[config.mk]
export PLATFORM = sky130hd
export DESIGN_NAME = bin2bcd_seq
export DESIGN_NICKNAME = d
export VERILOG_FILES = /design/src/rtl/bin2bcd_seq.sv
export SDC_FILE = /design/constraint.sdc
export NUM_CORES = 1
export LEC_CHECK = 0
export CORE_MARGIN = 4
export CORE_UTILIZATION = 54
export DETAILED_ROUTE_END_ITERATION = 6
export PLACE_DENSITY_LB_ADDON = 0.12
export SLEW_MARGIN = 20
export SYNTH_ARGS = -nofsm -noshare
export SYNTH_HDL_FRONTEND = slang
export SYNTH_SLANG_ARGS = --single-unit
[constraint.sdc]
create_clock -name clk -period 1.5 [get_ports clk]
set_input_delay 0.15 -clock clk [delete_from_list [all_inputs] [get_ports clk]]
set_output_delay 0.15 -clock clk [all_outputs]
set_load 0.03 [all_outputs]
[src/rtl/bin2bcd_seq.sv]
// Sequential binary-to-BCD converter (shift-and-add-3, one bit per clock) with
// saturation to MAX_VAL and a leading-zero blank mask for the 7-segment scanner.
module bin2bcd_seq #(
  parameter int IN_W     = 14,
  parameter int DIGITS   = 4,
  parameter int MAX_VAL  = 9999,
  parameter bit BLANK_LZ = 1'b1
) (
  input  logic                  clk,
  input  logic                  rst_n,
  input  logic                  start,
  input  logic [IN_W-1:0]       bin,
  output logic                  busy,
  output logic                  done,
  output logic [4*DIGITS-1:0]   bcd,
  output logic [DIGITS-1:0]     blank,
  output logic                  ovf
);

  localparam int                BCD_W     = 4 * DIGITS;
  localparam int                CNT_W     = $clog2(IN_W);
  localparam logic [IN_W-1:0]   MAX_BIN   = IN_W'(MAX_VAL);
  localparam logic [CNT_W-1:0]  CNT_LAST  = CNT_W'(IN_W - 1);
  // Idle display shows a single "0": every digit except the units is blanked.
  localparam logic [DIGITS-1:0] BLANK_RST = BLANK_LZ ? {{(DIGITS-1){1'b1}}, 1'b0} : '0;

  typedef enum logic [1:0] {
    IDLE,
    SHIFT,
    DONE
  } state_t;

  state_t           state;
  logic [IN_W-1:0]  sreg;
  logic [BCD_W-1:0] work;
  logic [CNT_W-1:0] cnt;
  logic             ovf_next;

  logic [BCD_W-1:0]  work_adj;
  logic [DIGITS-1:0] blank_mask;
  logic              zero_above;

  // NOTE: every always_comb output gets a default before any conditional
  // assignment, so no path can leave it unassigned and infer a latch.
  always_comb begin
    work_adj = work;
    for (int d = 0; d < DIGITS; d++) begin
      if (work[4*d +: 4] >= 4'd5) begin
        work_adj[4*d +: 4] = work[4*d +: 4] + 4'd3;
      end
    end
  end

  // Digit i is blanked only when it and every more significant digit are zero.
  always_comb begin
    blank_mask = '0;
    zero_above = 1'b1;
    for (int i = DIGITS - 1; i >= 1; i--) begin
      zero_above    = zero_above & (work[4*i +: 4] == 4'd0);
      blank_mask[i] = zero_above;
    end
    if (!BLANK_LZ) begin
      blank_mask = '0;
    end
  end

  // NOTE: sequential state uses non-blocking assignments only, so every
  // register samples the pre-edge values regardless of statement order.
  always_ff @(posedge clk or negedge rst_n) begin
    if (!rst_n) begin
      state    <= IDLE;
      sreg     <= '0;
      work     <= '0;
      cnt      <= '0;
      ovf_next <= 1'b0;
      busy     <= 1'b0;
      done     <= 1'b0;
      bcd      <= '0;
      blank    <= BLANK_RST;
      ovf      <= 1'b0;
    end else begin
      done <= 1'b0;
      case (state)
        IDLE: begin
          if (start) begin
            sreg     <= (bin > MAX_BIN) ? MAX_BIN : bin;
            ovf_next <= (bin > MAX_BIN);
            work     <= '0;
            cnt      <= CNT_LAST;
            busy     <= 1'b1;
            state    <= SHIFT;
          end
        end
        SHIFT: begin
          {work, sreg} <= {work_adj, sreg} << 1;
          cnt          <= cnt - CNT_W'(1);
          if (cnt == '0) begin
            state <= DONE;
          end
        end
        DONE: begin
          bcd   <= work;
          blank <= blank_mask;
          ovf   <= ovf_next;
          done  <= 1'b1;
          busy  <= 1'b0;
          state <= IDLE;
        end
        default: begin
          state <= IDLE;
        end
      endcase
    end
  end

endmodule
==> flow_metrics.py, run 1 <==
metrics = {
    "run_status": {
        "run_status": "finished clean",
    },
    "timing": {
        "whs_ns": 0.289,
        "fmax_ghz": 0.684,
        "fin_crit_ns": 1.46,
        "hold_viol": 0,
        "setup_viol": 0,
        "finalClockSkew_ns": 0.00920,
        "fin_crit_sh_pct": 97.4,
        "final_max_slew_viol_count": 0,
    },
    "floorplan": {
        "fp.dieH_um": 81.1,
        "dieArea_um2": 6580,
        "rows": 26,
        "io_pins": 40,
        "initial_utilization_pct": 56.2,
        "core_um2": 5140,
        "die_w_um": 81.1,
    },
    "logic_synthesis": {
        "syn_area_per_cell_um2": 10.1,
        "synth_xor_area_share_pct": 0.303,
        "synth_compound_area_share_pct": 23.6,
        "synth_nets": 315,
        "synth_top_cell_area_share_pct": 48.5,
        "synth_cell_type_count": 48,
        "post-synth-top-area-cell": "dfrtp_1",
        "yosysSeqAreaShare_pct": 51.3,
        "synth_adder_area_share_pct": 4.77,
        "synth_warnings": 0,
        "syn_inst": 287,
        "synthesis.area_um2": 2890,
        "ys_ff_latch": 59,
        "yosys.area_share.simple_pct": 14.3,
        "yosys-top-cells-area": "dfrtp_1, nand2_1, ha_1",
        "synth_top_family_by_area": "compound AO/OA/AOI/OAI gates",
        "synth_mux_area_share_pct": 0,
    },
    "global_routing": {
        "grt_util_all_layers_pct": 21.4,
        "antenna_found_initial": 0,
        "grt_max_degree": 38,
        "grt_pass1_wl_um": 10600,
        "grt_pass1_vias": 2276,
        "grt-ovfl-total": 0,
    },
    "finish": {
        "final_cell_mix": "dfrtp_1, nand2_1, buf_4",
        "multi_input_area_um2": 1270,
        "nFillCells": 396,
        "design_area_um2": 3770,
        "finalNetCount": 382,
        "synthToLayoutAreaGrowth_pct": 30.8,
        "antenna_cells": 0,
        "utilization_pct": 73.4,
        "seq_area_um2": 1480,
        "instances_no_fill": 429,
        "drive_gt1_share_pct": 18.9,
        "final_common_cell": "dfrtp_1",
    },
    "clock_tree": {
        "clk_pin_slew_ns": 0.07,
        "insertion_delay_ns": 0.34,
        "cts_tree": "done",
        "cts_buffers": 9,
        "htreeDepth": 3,
        "cts.sinks": 59,
        "clk_path_buf_depth": 2,
        "cts_root_buffer": "clkbuf_8",
    },
    "critical_path": {
        "cp_slowest_stage_delay_ns": 0.45,
        "worst_setup_path_start_kind": "register",
        "cp-endpoint": "sreg[1]",
        "cp.arrival_ns": 1.68,
        "crit_path_end_kind": "register",
        "worstReg2RegEnd": "sreg[1]",
        "worst_ep_required_time_ns": 1.72,
        "reg2reg_depth": 4,
        "crit_chain": "buf_12, or3b_2, a21oi_1, o22ai_1",
        "r2r_start": "state[0]",
        "slowest_stage": "or3b_2",
        "worstSetupPathType": "reg2reg",
        "crit_start": "state[0]",
        "r2r_slack_ns": 0.04,
        "cp_max_fo": 20,
    },
    "detailed_routing": {
        "drt_wl_total_um": 6340,
        "drc_errors": 0,
        "drt_iter0_markers": 123,
        "wl_per_cell_um": 14.8,
        "num_vias": 2380,
        "drtAntennaViolNets": 0,
        "dr.pass1.iters": 4,
        "drt-vias-per-instance": 5.55,
    },
    "placement": {
        "dpl_cell_area_um2": 3550,
        "port_buffers": 38,
        "gp_congestion": 0.830,
        "dp_hpwl_um": 4610,
        "dp_cells": 410,
    },
    "power": {
        "powerDensity_nw_per_um2": 1980,
        "vdd_ir_drop_max_uv": 1120,
        "p_leak_nw": 1.79,
    },
    "run": {
        "drv_cap": 0,
    },
    "min_path": {
        "hp-class": "in2async",
    },
}
-- worst min path at each step --
stage	cells past startpoint	endpoint	start
after floorplan	0	bcd[0]	rst_n
after global placement	1	bcd[11]	rst_n
after detailed placement	1	bcd[11]	rst_n
after CTS	2	work[5]	rst_n
after global routing	2	work[5]	rst_n
final	2	work[5]	rst_n
-- cell usage after synthesis, drive strengths merged --
library cell / n
dfstp: 3
inv: 21
or4: 1
o31ai: 6
a211oi: 2
a31oi: 1
dfrtp: 56
a221o: 2
ha: 11
nor2: 7
and3: 1
a22o: 4
nor3: 2
nand2: 43
o21a: 4
nand4: 2
o32ai: 2
o22ai: 4
o221ai: 4
nor4: 1
o2111ai: 8
buf: 11
a32o: 4
o311ai: 5
nand3: 3
o21ai: 26
and3b: 1
o21ba: 1
a21o: 7
o21bai: 1
clkbuf: 7
nor3b: 3
xnor2: 1
or3b: 4
nor2b: 6
nand2b: 5
a311o: 1
a21oi: 6
nand3b: 3
o211ai: 6
conb: 1
-- worst max-delay path: cells and delay by family (launching register included) --
family,cells,cell delay (ns)
buffers and inverters,1,0.16
flip-flops,1,0.41
AO/OA/AOI/OAI,2,0.33
AND/OR/NAND/NOR,1,0.45
-- power breakdown --
part | internal (W) | switching, W
Clock | 0.000803 | 0.000619
Sequential | 0.00222 | 0.000414
Combinational | 0.00152 | 0.00190
-- sequential cells by signal (all words and copies together), names as in the netlist --
signal / count
bcd: 16
work: 16
sreg: 14
cnt: 4
blank: 3
state: 2
busy: 1
done: 1
ovf: 1
ovf_next: 1
-- per-layer routing --
metal  share of wire (%)  global-route usage [%]  vias to the layer above
li1                    -                       -                     1171
met1                  46                    27.4                     1131
met2                  48                    33.9                       67
met3                 4.8                    5.99                       11
met4                 1.5                    8.95                        0
met5                   0                       0                        -
-- per-stage QoR --
stage	worst slack [ns]	power, W	TNS [ns]
final	0.0390	0.00748	0
after global routing	-0.0198	0.00804	-0.0198
after CTS	0.00806	0.00742	0
after detailed placement	-0.323	0.00610	-5.22
after global placement	-0.290	0.00598	-4.75
after floorplan	0.152	0.00481	0
-- area by class of cell --
cell class	instances	share of cell area, %
flip-flops and latches	59	39.2
multi-input cells	189	33.7
repair buffers	74	17.5
clock buffers	11	3.75
well taps	70	2.32
inverters	21	2.09
clock inverters	5	1.39
-- kinds of logic after synthesis --
group | count (synthesis)
AO/OA/AOI/OAI | 94
AND/OR/NAND/NOR | 82
flip-flops | 59
buffers and inverters | 39
adder cells (fa/ha/maj) | 11
XOR/XNOR | 1
other | 1
-- timing repair --
action / in CTS / in global routing
endpoints found under the hold margin: 13 / 0
gates cloned: 0 / 0
resized for setup: 21 / 8
buffers inserted: 0 / 2
pin swaps: 0 / 1
hold buffers: 1 / 0
setup endpoints to repair: 21 / 17
Power figures use the tool's default switching activity.
==> run 2: changes to the inputs <==
Settings changed: HOLD_SLACK_MARGIN from default to 0.1, SKIP_CTS_REPAIR_TIMING from default to 1.
==> flow_metrics.py, run 2 (synthesis gave the netlist of run 1 again) <==
metrics = {
    "floorplan": {
        "dieArea_um2": 6580,
        "fp.dieH_um": 81.1,
        "core_um2": 5140,
        "io_pins": 40,
        "initial_utilization_pct": 56.2,
        "rows": 26,
        "die_w_um": 81.1,
    },
    "critical_path": {
        "crit_buf_inv": 1,
        "crit_path_end_kind": "register",
        "slowest_stage": "or3b_2",
        "cp_slowest_stage_delay_ns": 0.45,
        "crit_family": "simple AND/OR/NAND/NOR gates",
        "cp.arrival_ns": 1.68,
        "cp_max_fo": 20,
        "worst_setup_path_start_kind": "register",
        "worst_ep_required_time_ns": 1.72,
        "crit_chain": "buf_12, or3b_2, a21oi_1, o22ai_1",
        "worstSetupPathType": "reg2reg",
    },
    "power": {
        "powerDensity_nw_per_um2": 1970,
        "vdd_ir_drop_max_uv": 1130,
        "p_leak_nw": 2.06,
        "power.total_w": 0.00759,
    },
    "detailed_routing": {
        "drtAntennaViolNets": 0,
        "drc_errors": 0,
        "drt_iter0_markers": 149,
        "wl_per_cell_um": 15.0,
        "dr.pass1.iters": 4,
        "num_vias": 2364,
        "drt_wl_total_um": 6440,
        "drt-vias-per-instance": 5.51,
    },
    "clock_tree": {
        "cts_tree": "done",
        "cts_buffers": 9,
        "cts_root_buffer": "clkbuf_8",
        "clk_path_buf_depth": 2,
        "clk_pin_slew_ns": 0.07,
        "insertion_delay_ns": 0.34,
        "htreeDepth": 3,
        "cts.sinks": 59,
    },
    "finish": {
        "final_common_cell": "dfrtp_1",
        "drive_gt1_share_pct": 18.9,
        "instances_no_fill": 429,
        "final_cell_mix": "dfrtp_1, nand2_1, buf_4",
        "synthToLayoutAreaGrowth_pct": 33.5,
        "finalNetCount": 382,
        "nFillCells": 376,
        "antenna_cells": 0,
        "top_regs": "bcd x16, work x16, sreg x14",
    },
    "timing": {
        "finalClockSkew_ns": 0.00805,
        "fmax_ghz": 0.684,
        "fin_tns_setup_ns": 0,
        "whs_ns": 0.294,
        "final_max_slew_viol_count": 0,
        "setup_viol": 0,
        "fin_crit_ns": 1.46,
        "hold_viol": 0,
        "fin_crit_sh_pct": 97.4,
    },
    "placement": {
        "gp_congestion": 0.830,
        "dp_cells": 410,
        "port_buffers": 38,
        "dp_hpwl_um": 4610,
    },
    "run_status": {
        "run_status": "finished clean",
    },
    "global_routing": {
        "grt_pass1_wl_um": 10600,
        "grt_max_degree": 38,
        "grt_util_all_layers_pct": 21.4,
        "grt_pass1_vias": 2276,
        "antenna_found_initial": 0,
        "grt-ovfl-total": 0,
    },
    "min_path": {
        "hp-class": "in2async",
    },
    "run": {
        "drv_cap": 0,
    },
}
run 2: cell types whose count changed in the layout (fill, tap and decap cells not counted):
cell	change
dlygate4sd2_1	-21
dlymetal6s2s_1	+21
run 2: final timing paths:
check | depth (start not counted) | endpoint | slack (ns) | startpoint
hold / removal | 2 | work[5] | 0.29 | rst_n
max in group asynchronous | 3 | sreg[11] | 0.73 | rst_n
min in group clk | 2 | ovf | 0.47 | ovf
setup reg to reg | 4 | sreg[1] | 0.04 | state[0]
hold reg to reg | 2 | ovf | 0.47 | ovf
setup / recovery | 4 | sreg[1] | 0.04 | state[0]
run 2: worst register-to-register path: cells and delay by family (launching register included):
kind | cells | cell delay, ns
DFF | 1 | 0.41
and+or+nand+nor | 1 | 0.46
buffers and inverters | 1 | 0.16
AOI/OAI and AO/OA | 2 | 0.33
run 2: final cells by class:
class                           count  area, um^2  area share, %
Inverter                           21        78.8           2.05
Clock buffer                       11         141           3.67
Sequential cell                    59        1480           38.4
Tap cell                           70        87.6           2.27
Multi-Input combinational cell    189        1270           33.0
Timing Repair Buffer               74         741           19.2
Clock inverter                      5        52.6           1.36
run 2: metal layers:
metal	part of all wire (%)	vias to the layer above	track usage [%]
li1	-	1173	-
met3	5.2	12	5.99
met1	45	1122	27.4
met2	48	57	33.9
met5	0	-	0
met4	1.6	0	8.95
run 2: power by group:
group | switching [W] | internal, W | total (W) | leakage [nW]
Sequential | 0.000418 | 0.00222 | 0.00264 | 0.752
Combinational | 0.00191 | 0.00162 | 0.00352 | 1.21
Clock | 0.000617 | 0.000803 | 0.00142 | 0.0991
Total | 0.00294 | 0.00464 | 0.00759 | 2.06
run 2: metrics by stage:
step / cell area (um^2) / utilization [%] / setup WS, ns
after floorplan: 2890 / - / 0.152
after global placement: 3550 / 69.1 / -0.290
after detailed placement: 3550 / 69.1 / -0.323
after CTS: 3740 / 72.9 / -0.199
after global routing: 3850 / 75.0 / -0.0199
final: 3850 / 75.0 / 0.0386
==> run 3: changes to the inputs <==
Settings changed: CORE_MARGIN 4 to 2.
==> flow_metrics.py, run 3 (synthesis gave the netlist of run 1 again) <==
metrics = {
    "placement": {
        "dp_slack_ns": -0.265,
        "dp_hpwl_um": 4630,
        "gp_congestion": 0.852,
        "dpl_cell_area_um2": 3580,
        "port_buffers": 38,
    },
    "critical_path": {
        "crit_chain": "buf_6, or3b_2, a21oi_1, o22ai_1",
        "crit_start": "state[0]",
        "worst_setup_path_start_kind": "register",
        "r2r_start": "state[0]",
        "worst_ep_required_time_ns": 1.71,
        "cp_max_fo": 10,
        "cp.arrival_ns": 1.68,
        "slowest_stage": "or3b_2",
        "cp_slowest_stage_delay_ns": 0.45,
        "crit_path_end_kind": "register",
        "worstSetupPathType": "reg2reg",
    },
    "floorplan": {
        "fp.dieH_um": 77.1,
        "rows": 26,
        "dieArea_um2": 5950,
        "core_um2": 5140,
        "die_w_um": 77.1,
        "initial_utilization_pct": 56.2,
        "io_pins": 40,
    },
    "power": {
        "pwr-share-clk_pct": 19.7,
        "p_comb_share_pct": 46.6,
        "powerDensity_nw_per_um2": 2020,
        "vdd_ir_drop_max_uv": 1270,
        "internal-power_w": 0.00486,
        "p_leak_nw": 2.10,
        "switching_power_w": 0.00305,
        "power_frac_seq_pct": 33.7,
        "power.total_w": 0.00791,
        "swShare_pct": 38.5,
    },
    "global_routing": {
        "grt-ovfl-total": 0,
        "grt_util_all_layers_pct": 24.5,
        "grt_pass1_wl_um": 11400,
        "antenna_found_initial": 0,
        "grt_max_degree": 60,
        "grt_pass1_vias": 2394,
    },
    "detailed_routing": {
        "num_vias": 2471,
        "drt_wl_total_um": 6770,
        "drtAntennaViolNets": 0,
        "wl_per_cell_um": 15.6,
        "drt_iter0_markers": 210,
        "drt-vias-per-instance": 5.68,
        "drc_errors": 0,
        "dr.pass1.iters": 5,
    },
    "timing": {
        "fin_ws_ns": 0.0229,
        "final_max_slew_viol_count": 0,
        "fin_crit_ns": 1.48,
        "fin_crit_sh_pct": 98.5,
        "fmax_ghz": 0.677,
        "setup_viol": 0,
        "rsz0062_at_grt": "yes",
        "whs_ns": 0.362,
        "finalClockSkew_ns": 0.0152,
        "hold_viol": 0,
    },
    "clock_tree": {
        "clk_pin_slew_ns": 0.08,
        "cts_root_buffer": "clkbuf_8",
        "cts_buffers": 9,
        "clk_path_buf_depth": 2,
        "insertion_delay_ns": 0.34,
        "htreeDepth": 3,
        "cts.sinks": 59,
        "cts_tree": "done",
    },
    "run_status": {
        "run_status": "finished clean",
    },
    "finish": {
        "top_regs": "bcd x16, work x16, sreg x14",
        "final_cell_mix": "dfrtp_1, nand2_1, buf_4",
        "design_area_um2": 3920,
        "final_common_cell": "dfrtp_1",
        "synthToLayoutAreaGrowth_pct": 35.6,
        "drive_gt1_share_pct": 21.6,
        "antenna_cells": 0,
        "utilization_pct": 76.2,
        "nFillCells": 379,
        "finalNetCount": 388,
    },
    "run": {
        "drv_cap": 0,
    },
    "min_path": {
        "hp-class": "in2async",
    },
}
-- run 3: cell types whose count changed in the layout (fill, tap and decap cells not counted), moves of 2 or more --
cell,before,now
a21oi_1,5,3
a21oi_2,1,3
buf_4,32,38
nor2b_1,5,2
nor2b_2,0,4
-- run 3: power groups by stage --
| stage | sequential, W | clock (W) | combinational, W |
|---|---|---|---|
| floorplan | 0.00293 | 0 | 0.00188 |
| global placement | 0.00265 | 0 | 0.00338 |
| detailed placement | 0.00268 | 0 | 0.00352 |
| CTS | 0.00266 | 0.00157 | 0.00356 |
| global route | 0.00275 | 0.00166 | 0.00405 |
| finish | 0.00266 | 0.00156 | 0.00368 |
-- run 3: cell type report --
| type | instances | area [um^2] | share of cell area (%) |
|---|---|---|---|
| sequential | 59 | 1480 | 37.8 |
| timing repair buffer | 80 | 779 | 19.9 |
| clock inverter | 5 | 77.6 | 1.98 |
| clock buffer | 11 | 131 | 3.36 |
| tap | 70 | 87.6 | 2.24 |
| inverter | 21 | 78.8 | 2.01 |
| multi-input combinational | 189 | 1280 | 32.7 |
-- run 3: metrics by stage --
stage,setup TNS (ns),std cells
2_1_floorplan,0,287
3_3_place_gp,-5.48,415
3_5_place_dp,-6.35,415
4_1_cts,-0.890,431
5_1_grt,-0.0450,435
6_report,0,435
-- run 3: critical path: cells and delay by family, from the launching register on --
kind | cells | cell delay (ns)
AO/OA/AOI/OAI | 2 | 0.30
flip-flops | 1 | 0.43
buffers and inverters | 1 | 0.17
AND/OR/NAND/NOR | 1 | 0.45
-- run 3: metal layers --
metal	wire length [um]	global-route usage, %	vias to the layer above
li1	-	-	1185
met1	2850	31.2	1204
met2	3470	40.7	71
met3	340	4.82	11
met4	111	11.1	0
met5	0	0	-
-- run 3: final timing paths --
kind / end / slack [ns] / cells past startpoint
min in group clk: busy / 0.44 / 4
max: sreg[3] / 0.02 / 4
max reg2reg: sreg[3] / 0.02 / 4
max in group asynchronous: blank[1] / 0.83 / 3
min reg2reg: blank[3] / 0.46 / 2
min: bcd[14] / 0.36 / 3
